$ cat config.mk
export PLATFORM = sky130hd
export DESIGN_NAME = uart_rx
export DESIGN_NICKNAME = d
export VERILOG_FILES = /design/src/rtl/uart_pkg.sv /design/src/rtl/edge_bit_counter.sv /design/src/rtl/uart_rx.sv
export SDC_FILE = /design/constraint.sdc
export NUM_CORES = 1
export LEC_CHECK = 0
export ABC_AREA = 1
export CAP_MARGIN = 15
export CELL_PAD_IN_SITES_DETAIL_PLACEMENT = 0
export CELL_PAD_IN_SITES_GLOBAL_PLACEMENT = 1
export CORE_ASPECT_RATIO = 0.5
export CORE_MARGIN = 3
export CORE_UTILIZATION = 35
export DETAILED_ROUTE_END_ITERATION = 16
export HOLD_SLACK_MARGIN = 0.06
export PLACE_DENSITY = 0.78
export SLEW_MARGIN = 15
export SYNTH_ARGS = -nofsm -noshare
export SYNTH_HDL_FRONTEND = slang
export SYNTH_HIERARCHICAL = 1
export SYNTH_SLANG_ARGS = --single-unit
$ cat constraint.sdc
create_clock -name clk -period 1.65 [get_ports clk]
set_input_delay 0.33 -clock clk [delete_from_list [all_inputs] [get_ports clk]]
set_output_delay 0.33 -clock clk [all_outputs]
set_load 0.05 [all_outputs]
$ cat src/rtl/uart_pkg.sv
`default_nettype none
// ============================================================================
// Module   : uart_pkg
// Brief    : Shared state encoding, parity constants and helpers for uart_rx.
// Revision : 1.0 - initial release
// ============================================================================
package uart_pkg;

    typedef enum logic [2:0] {
        IDLE   = 3'd0,
        START  = 3'd1,
        DATA   = 3'd2,
        PARITY = 3'd3,
        STOP   = 3'd4
    } uart_state_e;

    localparam logic EVEN = 1'b0;
    localparam logic ODD  = 1'b1;

    localparam int c_OVERSAMPLE_DEFAULT = 8;

    function automatic logic maj3(input logic a, input logic b, input logic c);
        return (a & b) | (a & c) | (b & c);
    endfunction

endpackage
`default_nettype wire

$ cat src/rtl/edge_bit_counter.sv
`default_nettype none
// ============================================================================
// Module   : edge_bit_counter
// Brief    : Oversample edge counter and data-bit counter for uart_rx.
// Revision : 1.0 - initial release
// ============================================================================
module edge_bit_counter #(
    parameter int EDGE_W = 3,
    parameter int BIT_W  = 4
) (
    input  logic              clk,
    input  logic              rst,
    input  logic              i_edge_en,
    input  logic              i_bit_inc,
    input  logic              i_bit_clr,
    output logic [EDGE_W-1:0] o_edge_cnt,
    output logic [BIT_W-1:0]  o_bit_cnt
);

    logic [EDGE_W-1:0] r_edge_cnt;
    logic [BIT_W-1:0]  r_bit_cnt;

    always_ff @(posedge clk) begin
        if (!rst) begin
            r_edge_cnt <= '0;
            r_bit_cnt  <= '0;
        end else begin
            // Power-of-two oversampling lets the count wrap to 0 exactly at each bit boundary
            if (i_edge_en) begin
                r_edge_cnt <= r_edge_cnt + 1'b1;
            end else begin
                r_edge_cnt <= '0;
            end
            if (i_bit_clr) begin
                r_bit_cnt <= '0;
            end else if (i_bit_inc) begin
                r_bit_cnt <= r_bit_cnt + 1'b1;
            end
        end
    end

    assign o_edge_cnt = r_edge_cnt;
    assign o_bit_cnt  = r_bit_cnt;

endmodule
`default_nettype wire

$ cat src/rtl/uart_rx.sv
`default_nettype none
// ============================================================================
// Module   : uart_rx
// Brief    : Oversampling UART receiver with majority vote, parity and stop checks.
// Revision : 1.0 - initial release
// ============================================================================
module uart_rx
    import uart_pkg::*;
#(
    parameter int Width      = 8,
    parameter int OVERSAMPLE = c_OVERSAMPLE_DEFAULT
) (
    input  logic             clk,
    input  logic             rst,
    input  logic             rx_in,
    input  logic             par_en,
    input  logic             par_typ,
    output logic [Width-1:0] p_data,
    output logic             data_valid,
    output logic             par_err,
    output logic             stop_err
);

    localparam int EW = $clog2(OVERSAMPLE);
    localparam int BW = $clog2(Width + 1);

    localparam logic [EW-1:0] c_SAMP0 = EW'(OVERSAMPLE / 2 - 1);
    localparam logic [EW-1:0] c_SAMP1 = EW'(OVERSAMPLE / 2);
    localparam logic [EW-1:0] c_SAMP2 = EW'(OVERSAMPLE / 2 + 1);
    localparam logic [EW-1:0] c_LAST  = EW'(OVERSAMPLE - 1);
    localparam logic [BW-1:0] c_LAST_BIT = BW'(Width - 1);

    uart_state_e r_state;
    uart_state_e w_state_nxt;

    logic [EW-1:0]    w_edge_cnt;
    logic [BW-1:0]    w_bit_cnt;
    logic             w_start_det;
    logic             w_last_edge;
    logic             w_bit_adv;
    logic             w_frame_done;
    logic             w_par_exp;

    logic [1:0]       r_samp;
    logic             r_bit;
    logic             r_par_en;
    logic             r_par_typ;
    logic             r_par_bad;
    logic             r_done;
    logic             r_stop_bad;
    logic [Width-1:0] r_shift;
    logic [Width-1:0] r_p_data;
    logic             r_data_valid;
    logic             r_par_err;
    logic             r_stop_err;

    assign w_start_det  = (r_state == IDLE) && !rx_in;
    assign w_last_edge  = (w_edge_cnt == c_LAST);
    assign w_bit_adv    = (r_state == DATA) && w_last_edge;
    assign w_frame_done = (r_state == STOP) && w_last_edge;
    assign w_par_exp    = (^r_shift) ^ (r_par_typ == ODD);

    edge_bit_counter #(
        .EDGE_W (EW),
        .BIT_W  (BW)
    ) u_cnt (
        .clk        (clk),
        .rst        (rst),
        .i_edge_en  ((r_state != IDLE) || w_start_det),
        .i_bit_inc  (w_bit_adv),
        .i_bit_clr  (r_state != DATA),
        .o_edge_cnt (w_edge_cnt),
        .o_bit_cnt  (w_bit_cnt)
    );

    always_ff @(posedge clk) begin
        if (!rst) begin
            r_state <= IDLE;
        end else begin
            r_state <= w_state_nxt;
        end
    end

    always_comb begin
        w_state_nxt = r_state;
        case (r_state)
            IDLE:    if (w_start_det) w_state_nxt = START;
            START:   if (w_last_edge) w_state_nxt = r_bit ? IDLE : DATA;
            DATA:    if (w_last_edge && (w_bit_cnt == c_LAST_BIT))
                         w_state_nxt = r_par_en ? PARITY : STOP;
            PARITY:  if (w_last_edge) w_state_nxt = STOP;
            STOP:    if (w_last_edge) w_state_nxt = IDLE;
            default: w_state_nxt = IDLE;
        endcase
    end

    // Voted bit is registered on the third sample, so it is usable from OVERSAMPLE/2+2
    always_ff @(posedge clk) begin
        if (!rst) begin
            r_samp <= '0;
            r_bit  <= 1'b0;
        end else if (r_state != IDLE) begin
            if (w_edge_cnt == c_SAMP0) r_samp[0] <= rx_in;
            if (w_edge_cnt == c_SAMP1) r_samp[1] <= rx_in;
            if (w_edge_cnt == c_SAMP2) r_bit     <= maj3(r_samp[0], r_samp[1], rx_in);
        end
    end

    always_ff @(posedge clk) begin
        if (!rst) begin
            r_par_en   <= 1'b0;
            r_par_typ  <= 1'b0;
            r_par_bad  <= 1'b0;
            r_shift    <= '0;
            r_done     <= 1'b0;
            r_stop_bad <= 1'b0;
        end else begin
            if (w_start_det) begin
                r_par_en  <= par_en;
                r_par_typ <= par_typ;
                r_par_bad <= 1'b0;
            end
            if (w_bit_adv) begin
                r_shift <= {r_bit, r_shift[Width-1:1]};
            end
            if ((r_state == PARITY) && w_last_edge) begin
                r_par_bad <= (r_bit != w_par_exp);
            end
            r_done     <= w_frame_done;
            r_stop_bad <= w_frame_done && !r_bit;
        end
    end

    // Results settle one edge after the stop bit ends, keeping the IDLE entry cycle free for a new start
    always_ff @(posedge clk) begin
        if (!rst) begin
            r_p_data     <= '0;
            r_data_valid <= 1'b0;
            r_par_err    <= 1'b0;
            r_stop_err   <= 1'b0;
        end else begin
            r_stop_err   <= r_done && r_stop_bad;
            r_par_err    <= r_done && !r_stop_bad && r_par_bad;
            r_data_valid <= r_done && !r_stop_bad && !r_par_bad;
            if (r_done && !r_stop_bad && !r_par_bad) begin
                r_p_data <= r_shift;
            end
        end
    end

    assign p_data     = r_p_data;
    assign data_valid = r_data_valid;
    assign par_err    = r_par_err;
    assign stop_err   = r_stop_err;

endmodule
`default_nettype wire
==> out/summary.txt <==
Status: completed
VDD IR-drop max: 380 uV
CTS tree: built
Primary FF master, synth: dfxtp_1
Final #Nets: 253
NetSw: 0.671 mW
Period Utilization, post-route: 83.8%
Tmin final: 1.38 ns
Leak pwr: 0.837 nW
IO buf count: 15
Die ar.: 5780 um^2
Slowest stage cell, crit path: dfxtp_1
Vias in the first global route: 1207
Site Rows: 17
Vias per cell: 4.40
Crit end category: flop
RePlAce Congestion: 0.797
Layout cell share with drive strength beyond 1: 15.8%
Sequential cell area: 741 um^2
Post-Synthesis Net Count: 230
R2R setup slack: 0.27 ns
DR pass1 iterations: 4
DIE WIDTH: 105 um
Mapped cell area: 1700 um^2
Slew Viols, Final: 0
Worst setup SP type: flop
Iter 0 DRT Violations: 37
Clk sinks: 37
Switching Fraction: 32.2%
Clock transition at path regs: 0.07 ns
Resized Gates After CTS: 0
Max stage delay on crit path: 0.32 ns
I/O Pins: 16
Post-synthesis sequential element count: 37
Clock Path Buffers: 2
Setup Slack @ Placement: 0.122 ns
Critical path data required time: 1.86 ns
Slew Limit Headroom: 82.2%
Worst Hold Slack: 0.414 ns
Ys Warns: 6
Total track usage: 11.6%
Worst setup path class: flop to flop
Initial Util: 37.5%
First-pass GRT wire length: 5400 um
H-Tree Depth: 2
Largest net degree at the start of global routing: 20
M1 GR Usage: 15.6%
Core Footprint: 4530 um^2
Initial antenna violation count: 0
Crit path cell chain: inv_2 > nand2_4 > nor2_4 > inv_2 > nor2_8 > buf_4 > o21ai_0 > a21oi_1
Met2 usage: 17.2%
Max-cap viol count: 0
P_int: 1.41 mW
Worst setup margin: 0.268 ns
Routed len/inst: 9.92 um
Slew @ Worst Pin: 0.265 ns
Final Hold Viols: 0
ANT cells: 0
RSZ-0062 raised after global routing: false
Setup bufs post-CTS: 0
Setup violations, final: 0
Sequential area share after synthesis: 43.6%
Post-synth EDFFs: 0
Fill cell total of the finished layout: 459
Crit path max fanout: 16
Clock root buffer: clkbuf_8
Async SR Flop Fraction: 0%
Cell variety after synth: 30
Clk pwr share: 29.0%
Hold buffer count at CTS: 0
Cell repeated most along the worst path: inv_2
Crit path DAT: 1.60 ns
Met3 GRT Util: 3.38%
HPWL Detailed: 2320 um
Congestion Overflow GR: 0
Most frequent cells in the layout: dfxtp_1 (37), inv_1 (36), nand2_1 (30), o21ai_0 (25)
Clk_skew: 0.00619 ns
Gate power share: 22.2%
TritonCTS Buffers: 5
Grt peak-use layer: met2
Syn_area_per_cell: 7.62 um^2
Mapped Cells: 223
Worst skew pair latency: 0.29 ns
Power Density: 1050 nW/um^2
Die H: 55.3 um
Area delta synth->final: 17.2%
Sum Neg Setup Slack: 0 ns
Drt drc: 0
Sequential power share: 48.8%
Vias: 1377
Hold WC Path Type: flop to flop
Multi-input gate area: 779 um^2
Final antenna-violating net count: 0
Post-layout util: 44.0%
Most common cell after layout, fill and taps aside: dfxtp_1
Total Routed Length: 3110 um
FMAX: 0.723 GHz
-- critical path, delay by kind of cell (launching register included) --
kind	cells	cell delay [ns]
buf+inv	3	0.40
simple gates	3	0.39
flops	1	0.32
compound gates	2	0.19
-- Yosys cell counts (2+ instances only) --
library cell / number / area share (%)
a21oi_1: 22 / 6.5
clkbuf_1: 2 / 0.44
dfxtp_1: 37 / 44
ha_1: 2 / 1.5
inv_1: 36 / 8.0
inv_2: 3 / 0.66
nand2_1: 30 / 6.6
nand2_2: 2 / 0.74
nand3_1: 7 / 2.1
nand3_4: 2 / 2.1
nand4_1: 4 / 1.5
nor2_1: 22 / 4.9
nor2_2: 2 / 0.74
nor3_1: 4 / 1.2
o21ai_0: 25 / 7.4
o21ai_1: 4 / 1.2
xnor2_1: 5 / 2.6
xor2_1: 2 / 1.0
-- per-stage QoR --
stage / total power [mW] / std cells / area (um^2)
floorplan: 1.39 / 223 / 1700
global placement: 1.49 / 305 / 1910
detailed placement: 1.50 / 305 / 1910
finish: 2.08 / 313 / 1990
global route: 2.23 / 313 / 1990
CTS: 2.11 / 313 / 1990
-- cells by family (layout without fill, tap and decap cells) --
| family | after synthesis | after routing | share of synthesized area [%] |
|---|---|---|---|
| buf+inv | 43 | 67 | 10.5 |
| compound gates | 55 | 55 | 17.2 |
| simple gates | 79 | 79 | 23.6 |
| fa+ha+maj | 2 | 2 | 1.47 |
| xor+xnor | 7 | 7 | 3.61 |
| flops | 37 | 37 | 43.6 |
-- path summary, 6_finish.rpt --
check / depth (start not counted) / from / end
setup / recovery: 8 / r_state[2] / r_shift[4]
hold / removal: 1 / r_stop_bad / par_err
setup reg to reg: 8 / r_state[2] / r_shift[4]
hold reg to reg: 1 / r_stop_bad / par_err
-- registers in the layout, indices dropped and copies added (netlist names) --
name / count
r_bit: 1
r_par_typ: 1
r_stop_bad: 1
data_valid: 1
u_cnt/o_bit_cnt: 4
r_state: 3
u_cnt/o_edge_cnt: 3
stop_err: 1
p_data: 8
r_samp: 2
r_par_en: 1
r_done: 1
par_err: 1
r_par_bad: 1
r_shift: 8
-- cell type report --
type | count | area share (%)
Timing Repair Buffer | 20 | 8.04
Clock inverter | 2 | 0.503
Inverter | 39 | 7.35
Sequential cell | 37 | 37.2
Tap cell | 66 | 4.15
Clock buffer | 6 | 3.64
Multi-Input combinational cell | 143 | 39.1
-- power groups by stage --
| stage | logic (mW) | clock network (mW) | registers (mW) |
|---|---|---|---|
| finish | 0.463 | 0.605 | 1.02 |
| global route | 0.522 | 0.684 | 1.03 |
| CTS | 0.463 | 0.630 | 1.02 |
| detailed placement | 0.462 | 0 | 1.04 |
| global placement | 0.456 | 0 | 1.04 |
| floorplan | 0.357 | 0 | 1.04 |
-- metal layers --
layer / part of all wire, % / vias to the layer above
li1: - / 760
met2: 42 / 25
met3: 4.2 / 4
met1: 52 / 588
met4: 1.4 / 0
met5: 0 / -
No activity file was read; power rests on OpenSTA's default activity.
